--- config.mk ---
export PLATFORM = sky130hd
export DESIGN_NAME = vedic_mul8_seq
export DESIGN_NICKNAME = d
export VERILOG_FILES = /design/src/rtl/vedic_mul8_seq.sv
export SDC_FILE = /design/constraint.sdc
export NUM_CORES = 1
export LEC_CHECK = 0
export BUFFER_PORTS_ARGS = -buffer_cell sky130_fd_sc_hd__buf_2
export CAP_MARGIN = 15
export CORE_UTILIZATION = 55
export DETAILED_ROUTE_END_ITERATION = 10
export HOLD_SLACK_MARGIN = 0.06
export PLACE_DENSITY = 0.73
export SETUP_SLACK_MARGIN = 0.5
export SLEW_MARGIN = 10
export SYNTH_ARGS = -nofsm -noshare
export SYNTH_HDL_FRONTEND = slang
export SYNTH_SLANG_ARGS = --single-unit
--- constraint.sdc ---
create_clock -name clk -period 9.8 [get_ports clk]
set_input_delay 1.96 -clock clk [delete_from_list [all_inputs] [get_ports clk]]
set_output_delay 1.96 -clock clk [all_outputs]
set_load 0.02 [all_outputs]
--- src/rtl/vedic_mul8_seq.sv ---
// Sequential 8x8 unsigned multiplier: four 4x4 partial products accumulated through one shared 12-bit adder.
// Latency 4 cycles from accepted start to done; start is ignored while busy (no other backpressure).

module full_adder12 (
  input  logic [11:0] a_i,
  input  logic [11:0] b_i,
  output logic [11:0] s_o
);

  logic [11:0] c;

  assign c[0] = 1'b0;

  // Carry out of the MSB is intentionally dropped: the accumulated sum is bounded below 4096.
  for (genvar i = 0; i < 12; i++) begin : g_bit
    assign s_o[i] = a_i[i] ^ b_i[i] ^ c[i];
    if (i < 11) begin : g_carry
      assign c[i+1] = (a_i[i] & b_i[i]) | (c[i] & (a_i[i] ^ b_i[i]));
    end
  end

endmodule

module vedic_mul8_seq (
  input  logic        clk,
  input  logic        rst_n,
  input  logic        start,
  input  logic [7:0]  a,
  input  logic [7:0]  b,
  output logic        busy,
  output logic        done,
  output logic [15:0] p
);

  typedef enum logic [2:0] {
    S_IDLE,
    S_ADD1,
    S_ADD2,
    S_ADD3,
    S_DONE
  } state_t;

  state_t      state_q, state_d;
  logic [7:0]  ra_q, ra_d;
  logic [7:0]  rb_q, rb_d;
  logic [11:0] acc_q, acc_d;
  logic [15:0] p_q, p_d;

  logic [7:0]  q0, q1, q2, q3;
  logic [11:0] opa, opb, sum;

  assign q0 = ra_q[3:0] * rb_q[3:0];
  assign q1 = ra_q[7:4] * rb_q[3:0];
  assign q2 = ra_q[3:0] * rb_q[7:4];
  assign q3 = ra_q[7:4] * rb_q[7:4];

  full_adder12 u_add (
    .a_i (opa),
    .b_i (opb),
    .s_o (sum)
  );

  // acc holds the product shifted right by 4; q0[3:0] is appended as the low nibble at the end.
  always_comb begin
    state_d = state_q;
    ra_d    = ra_q;
    rb_d    = rb_q;
    acc_d   = acc_q;
    p_d     = p_q;
    opa     = 12'd0;
    opb     = 12'd0;
    case (state_q)
      S_IDLE, S_DONE: begin
        if (start) begin
          ra_d    = a;
          rb_d    = b;
          state_d = S_ADD1;
        end else begin
          state_d = S_IDLE;
        end
      end
      S_ADD1: begin
        opa     = {4'b0, q1};
        opb     = {4'b0, q2};
        acc_d   = sum;
        state_d = S_ADD2;
      end
      S_ADD2: begin
        opa     = acc_q;
        opb     = {8'b0, q0[7:4]};
        acc_d   = sum;
        state_d = S_ADD3;
      end
      S_ADD3: begin
        opa     = acc_q;
        opb     = {q3, 4'b0};
        p_d     = {sum, q0[3:0]};
        state_d = S_DONE;
      end
      default: state_d = S_IDLE;
    endcase
  end

  always_ff @(posedge clk or negedge rst_n) begin
    if (!rst_n) begin
      state_q <= S_IDLE;
      ra_q    <= 8'd0;
      rb_q    <= 8'd0;
      acc_q   <= 12'd0;
      p_q     <= 16'd0;
    end else begin
      state_q <= state_d;
      ra_q    <= ra_d;
      rb_q    <= rb_d;
      acc_q   <= acc_d;
      p_q     <= p_d;
    end
  end

  assign busy = (state_q == S_ADD1) || (state_q == S_ADD2) || (state_q == S_ADD3);
  assign done = (state_q == S_DONE);
  assign p    = p_q;

endmodule

==> results.cfg, run 1 <==
[synth]
synth_nets = 517
netlist_area_um2 = 4080
synth_edf_count = 0
synthFlopType = dfrtp_1
yosysWarnings = 0
syn_inst = 423
synth_area_per_cell_um2 = 9.64
async_flop_share_pct = 100
ys_ff_latch = 47
ys_seq_area_share_pct = 28.8
synth.distinct_cells = 42

[sta]
finalSetupTns_ns = 0
clock.fmax_mhz = 132
rsz0062_at_grt = no
tightest_slew_ns = 0.815
hold_viol = 0
slew_headroom_pct = 45.7
slew_violations = 0
clock-skew-final_ns = 0.00871
setup_viol = 0
fin_crit_ns = 7.57
fin_crit_sh_pct = 77.2

[clocking]
post_cts_buffers = 0
htree_levels = 2
cts_buffer_depth = 2
clkSlewWorstSetupHoldPaths_ns = 0.09
postCtsResizedCells = 0
cts_tree = done
cts_buffers = 5
clock_latency_ns = 0.30
cts_root_buf = clkbuf_8
cts_hold_buf = 0
clock-sinks = 47

[job]
cap_violations = 0

[drt]
wire_per_inst_um = 14.5
ant_nets = 0
vias_per_cell = 5.33
drt_wl_total_mm = 8.09
vias = 2966
drcViolationCount = 0
drt_first_pass_iters = 4
drt-initial-drc-count = 113

[status]
outcome = finished, final reports clean

[floorplanning]
dieArea_um2 = 7760
chipWidth_um = 88.1
core_um2 = 7210
start_util_pct = 56.5
rows = 31
io-pin-count = 37
die_y_um = 88.1

[global_routing]
globalRouteOverflowTotal = 0
grt_max_degree = 48
track_usage_pct = 23.4
gr-usage-met3_pct = 3.39
met2_usage_pct = 39.2
antenna_found_initial = 0
grt_pass1_wl_mm = 13.9
grt.met1_usage_pct = 33.0
grt_pass1_vias = 2879
gr-max-usage-layer = met2

[cells_and_area]
nets = 550
antenna_cells = 0
layout-drive-gt1-share_pct = 15.8
fin_area_um2 = 4410
area_delta_synth_final_pct = 8.01
fin_cells = 556

[setup_path]
path_class = reg2reg
worst-path-max-fanout = 9
cp-end-kind = flop
critPathArrivalTime_ns = 7.80
start_kind = flop
worstPathRequired_ns = 10.03

[placed_design]
dp_hpwl_mm = 6.47
numPlacedInstances = 547
placed_area_um2 = 4300
globalplace.congestion = 0.841
port-buffer-count = 36

[hold_path]
hp-class = reg2reg
final timing paths:
check,depth (start not counted),slack [ns],to,startpoint
min in group asynchronous,1,1.56,acc_q[11]$_DFFE_PN0P_,rst_n
worst max register to register,24,2.23,p[15]$_DFFE_PN0P_,ra_q[0]$_DFFE_PN0P_
max in group asynchronous,2,7.74,ra_q[7]$_DFFE_PN0P_,rst_n
worst min register to register,2,0.47,p[3]$_DFFE_PN0P_,p[3]$_DFFE_PN0P_
worst max-delay path,24,2.23,p[15]$_DFFE_PN0P_,ra_q[0]$_DFFE_PN0P_
worst min-delay path,2,0.47,p[3]$_DFFE_PN0P_,p[3]$_DFFE_PN0P_
stage by stage:
step	util (%)	hold slack, ns	setup WS [ns]
finish	61.1	0.474	2.23
floorplan	-	0.446	2.68
global route	61.1	0.492	1.77
CTS	60.8	0.483	2.20
global placement	59.6	0.450	2.39
detailed placement	59.6	0.459	2.21
cells in the mapped netlist, types with 2 or more instances:
| master | instances | area, um2 |
|---|---|---|
| a2111oi_0 | 3 | 26.3 |
| a211oi_1 | 3 | 22.5 |
| a21o_1 | 10 | 75.1 |
| a21oi_1 | 10 | 50.1 |
| a22oi_1 | 5 | 37.5 |
| a32oi_1 | 5 | 43.8 |
| and2_1 | 52 | 325 |
| and2b_1 | 2 | 15.0 |
| buf_6 | 5 | 56.3 |
| clkbuf_1 | 5 | 18.8 |
| dfrtp_1 | 47 | 1180 |
| fa_1 | 26 | 521 |
| ha_1 | 49 | 613 |
| inv_1 | 34 | 128 |
| mux2_2 | 16 | 180 |
| nand2_1 | 61 | 229 |
| nand2b_1 | 4 | 25.0 |
| nand3_1 | 5 | 25.0 |
| nand3b_1 | 3 | 22.5 |
| nor2_1 | 13 | 48.8 |
| nor2b_1 | 7 | 43.8 |
| nor3_1 | 4 | 20.0 |
| o21ai_0 | 20 | 100 |
| o21ai_2 | 8 | 70.1 |
| xnor2_1 | 6 | 52.6 |
| xor2_1 | 4 | 35.0 |
critical path, cell delays in order (launching register included):
cell	delay, ns
dfrtp_1	0.50
nand2_1	0.12
fa_1	0.51
fa_1	0.54
inv_1	0.07
ha_1	0.29
a21o_1	0.17
a21oi_1	0.25
xor2_1	0.10
o21ai_0	0.26
fa_1	0.22
inv_1	0.05
fa_1	0.38
fa_1	0.40
fa_1	0.39
fa_1	0.39
fa_1	0.40
fa_1	0.40
fa_1	0.39
fa_1	0.40
fa_1	0.44
xor2_1	0.17
xnor2_1	0.13
or3_1	0.36
a31oi_1	0.16
sequential cells by signal, summed over array words and instances (netlist names):
name and flops:
acc_q 12, ra_q 8, rb_q 8, p 16, state_q 3
cell usage in the layout, fill, tap and decap left out, drive strengths merged, types with 2 or more instances in the layout:
cell type and n:
ha 49, dfrtp 47, and2b 3, nand2b 4
a21oi 10, fa 26, xnor2 6, inv 34
nand2 61, clkbuf 6, a22oi 5, nand3 5
xor2 4, a21o 10, nor2b 7, buf 37
mux2 16, a2111oi 3, nand3b 3, nor3 4
and2 52, o21ai 29, a32oi 5, nor2 14
or2 2, a211oi 3
per-layer routing:
| layer | vias to the layer above | wire (um) |
|---|---|---|
| met5 | - | 0 |
| met4 | 0 | 58 |
| met3 | 7 | 198 |
| met2 | 42 | 3760 |
| met1 | 1430 | 4070 |
| li1 | 1487 | - |
cells by family (layout without fill, tap and decap cells):
kind of cell / count (synthesis) / after routing / share of synthesized area [%]
muxes: 16 / 16 / 4.42
DFF: 47 / 47 / 28.8
xor gates and xnor gates: 10 / 10 / 2.15
buffers and inverters: 45 / 79 / 5.15
AOI/OAI and AO/OA: 71 / 71 / 11.7
adders and majority gates: 75 / 75 / 27.8
and+or+nand+nor: 159 / 159 / 19.9
layout make-up:
cell class,instances,area (um2)
clock buffer,6,72.6
clock inverter,2,12.5
fill,665,2810
inverter,34,128
multi-input combinational,331,2690
sequential,47,1180
tap,99,124
timing repair buffer,37,200
Power of run 1 is left out: the tool's default activity adds up to more than one toggle a clock period on the data nets, which glitch-free logic cannot reach.
==> run 2: changes to the inputs <==
ABC_AREA = 1   (was unset)
PLACE_DENSITY = 0.76   (was 0.73)
clock period = 6.17 ns   (was 9.8 ns; I/O delays follow)
==> results.cfg, run 2 <==
[cells_and_area]
final_common_cell = nand2_1
final_cell_mix = nand2_1, inv_1, ha_1, dfrtp_1, buf_2
layout-drive-gt1-share_pct = 23.1
area_delta_synth_final_pct = 13.7
fin_cells = 661
nets = 655
antenna_cells = 0
final_util_pct = 64.9
largest_reg_flops = 16

[synth]
yosysTopAreaCell = dfrtp_1
ys_seq_area_share_pct = 28.4
ys_ff_latch = 47
synth.distinct_cells = 32
synthFlopType = dfrtp_1
synth_edf_count = 0
synth_area_per_cell_um2 = 8.04
synth_area_leaders = dfrtp_1, ha_1, nand2_1
yosysMostFrequentCell = nand2_1
netlist_area_um2 = 4140
yosysWarnings = 0
synth_top_area_share_pct = 28.4
synth_nets = 609
syn_inst = 515
synth_common_cells = nand2_1, inv_1, ha_1, dfrtp_1, fa_1
async_flop_share_pct = 100

[setup_path]
critPathSlowestCell = fa_1
critPathArrivalTime_ns = 6.57
start_kind = flop
path_class = reg2reg
cp-end-kind = flop
startpoint = ra_q[2]$_DFFE_PN0P_
worst-path-max-fanout = 3
max_stage_delay_ns = 0.56
reg2reg_from = ra_q[2]$_DFFE_PN0P_
crit_top_cell = fa_2
worstPathRequired_ns = 6.39

[clocking]
clock-sinks = 47
clock_latency_ns = 0.32
cts_root_buf = clkbuf_8
htree_levels = 2
cts_buffer_depth = 2
cts_tree = done
cts_buffers = 5
clkSlewWorstSetupHoldPaths_ns = 0.10

[sta]
clock.fmax_mhz = 157
fin_crit_sh_pct = 103
slew_violations = 0
hold_viol = 0
tightest_slew_ns = 0.483
clock-skew-final_ns = 0.00941
rsz0062_at_grt = yes
setup_viol = 2
worst_slack_ns = -0.181
fin_crit_ns = 6.35
slew_headroom_pct = 67.8

[floorplanning]
chipWidth_um = 88.8
dieArea_um2 = 7880
io-pin-count = 37
core_um2 = 7250
rows = 31
die_y_um = 88.8
start_util_pct = 57.1

[drt]
vias_per_cell = 5.01
drt-initial-drc-count = 70
vias = 3310
drt_first_pass_iters = 4
drcViolationCount = 0
drt_wl_total_mm = 8.54
ant_nets = 0
wire_per_inst_um = 12.9

[placed_design]
numPlacedInstances = 646
dp_hpwl_mm = 6.85
port-buffer-count = 36
globalplace.congestion = 0.915
place_ws_ns = -0.208

[hold_path]
min-delay-start = p[15]$_DFFE_PN0P_
hp-class = reg2reg

[global_routing]
globalRouteOverflowTotal = 0
grt_pass1_wl_mm = 14.1
track_usage_pct = 23.9
grt_max_degree = 48
antenna_found_initial = 0
grt_pass1_vias = 3220

[status]
violations = negative setup slack
outcome = finished, violations left

[job]
cap_violations = 0
-- run 2: cell count changes in the layout (fill, tap and decap cells not counted), moves of 11 or more --
cell | before | now
buf_4 | 0 | 25
nand2_1 | 61 | 144
inv_1 | 34 | 99
fa_2 | 0 | 11
and2_1 | 52 | 0
fa_1 | 26 | 15
-- run 2: final timing paths --
kind	cells past startpoint	to	slack, ns
max in group asynchronous	2	acc_q[0]$_DFFE_PN0P_	4.79
worst max register to register	27	p[15]$_DFFE_PN0P_	-0.18
worst min-delay path	2	p[15]$_DFFE_PN0P_	0.49
min in group asynchronous	1	p[10]$_DFFE_PN0P_	0.87
worst min register to register	2	p[15]$_DFFE_PN0P_	0.49
worst max-delay path	27	p[15]$_DFFE_PN0P_	-0.18
-- run 2: area by class of cell --
| type | count | area (um2) |
|---|---|---|
| fillers | 628 | 2550 |
| multi-input cells | 337 | 2510 |
| flip-flops and latches | 47 | 1180 |
| inverters | 108 | 408 |
| repair buffers | 62 | 388 |
| well taps | 99 | 124 |
| clock buffers | 6 | 82.6 |
| clock inverters | 2 | 16.3 |
-- run 2: timing repair --
item,4_1_cts,5_1_grt
buffers inserted,5,1
setup endpoints to repair,6,8
gates resized for setup,4,8
pin swaps,3,8
hold endpoints to repair,0,0
cloned,0,0
hold buffers,0,0
-- run 2: through the flow --
step,instance area [um2],TNS [ns],hold slack (ns)
3_5_place_dp,4510,-0.470,0.460
2_1_floorplan,4210,0,0.455
5_1_grt,4710,-1.28,0.501
4_1_cts,4660,-0.317,0.485
3_3_place_gp,4510,-0.199,0.459
6_report,4710,-0.354,0.486
-- run 2: layer usage --
layer | wire (um) | part of all wire (%) | global-route usage (%) | vias to the layer above
li1 | - | - | - | 1677
met1 | 3720 | 44 | 27.6 | 1563
met2 | 4360 | 51 | 44.7 | 54
met3 | 262 | 3.1 | 3.64 | 16
met4 | 203 | 2.4 | 8.80 | 0
met5 | 0 | 0 | 0 | -
-- run 2: kinds of logic after synthesis --
logic type | Yosys count | synth area share [%]
DFF | 47 | 28.4
buffers and inverters | 131 | 12.5
xor gates and xnor gates | 4 | 0.846
AOI/OAI and AO/OA | 54 | 7.92
muxes | 16 | 4.35
adders and majority gates | 75 | 27.4
and+or+nand+nor | 188 | 18.6
-- run 2: worst max-delay path, delay by kind of cell, from the launching register on --
kind | cells | cell delay [ns]
adders and majority gates | 13 | 4.66
AOI/OAI and AO/OA | 2 | 0.33
xor gates and xnor gates | 1 | 0.11
buffers and inverters | 3 | 0.14
DFF | 1 | 0.39
and+or+nand+nor | 8 | 0.62
Power of run 2 is left out for the same reason.
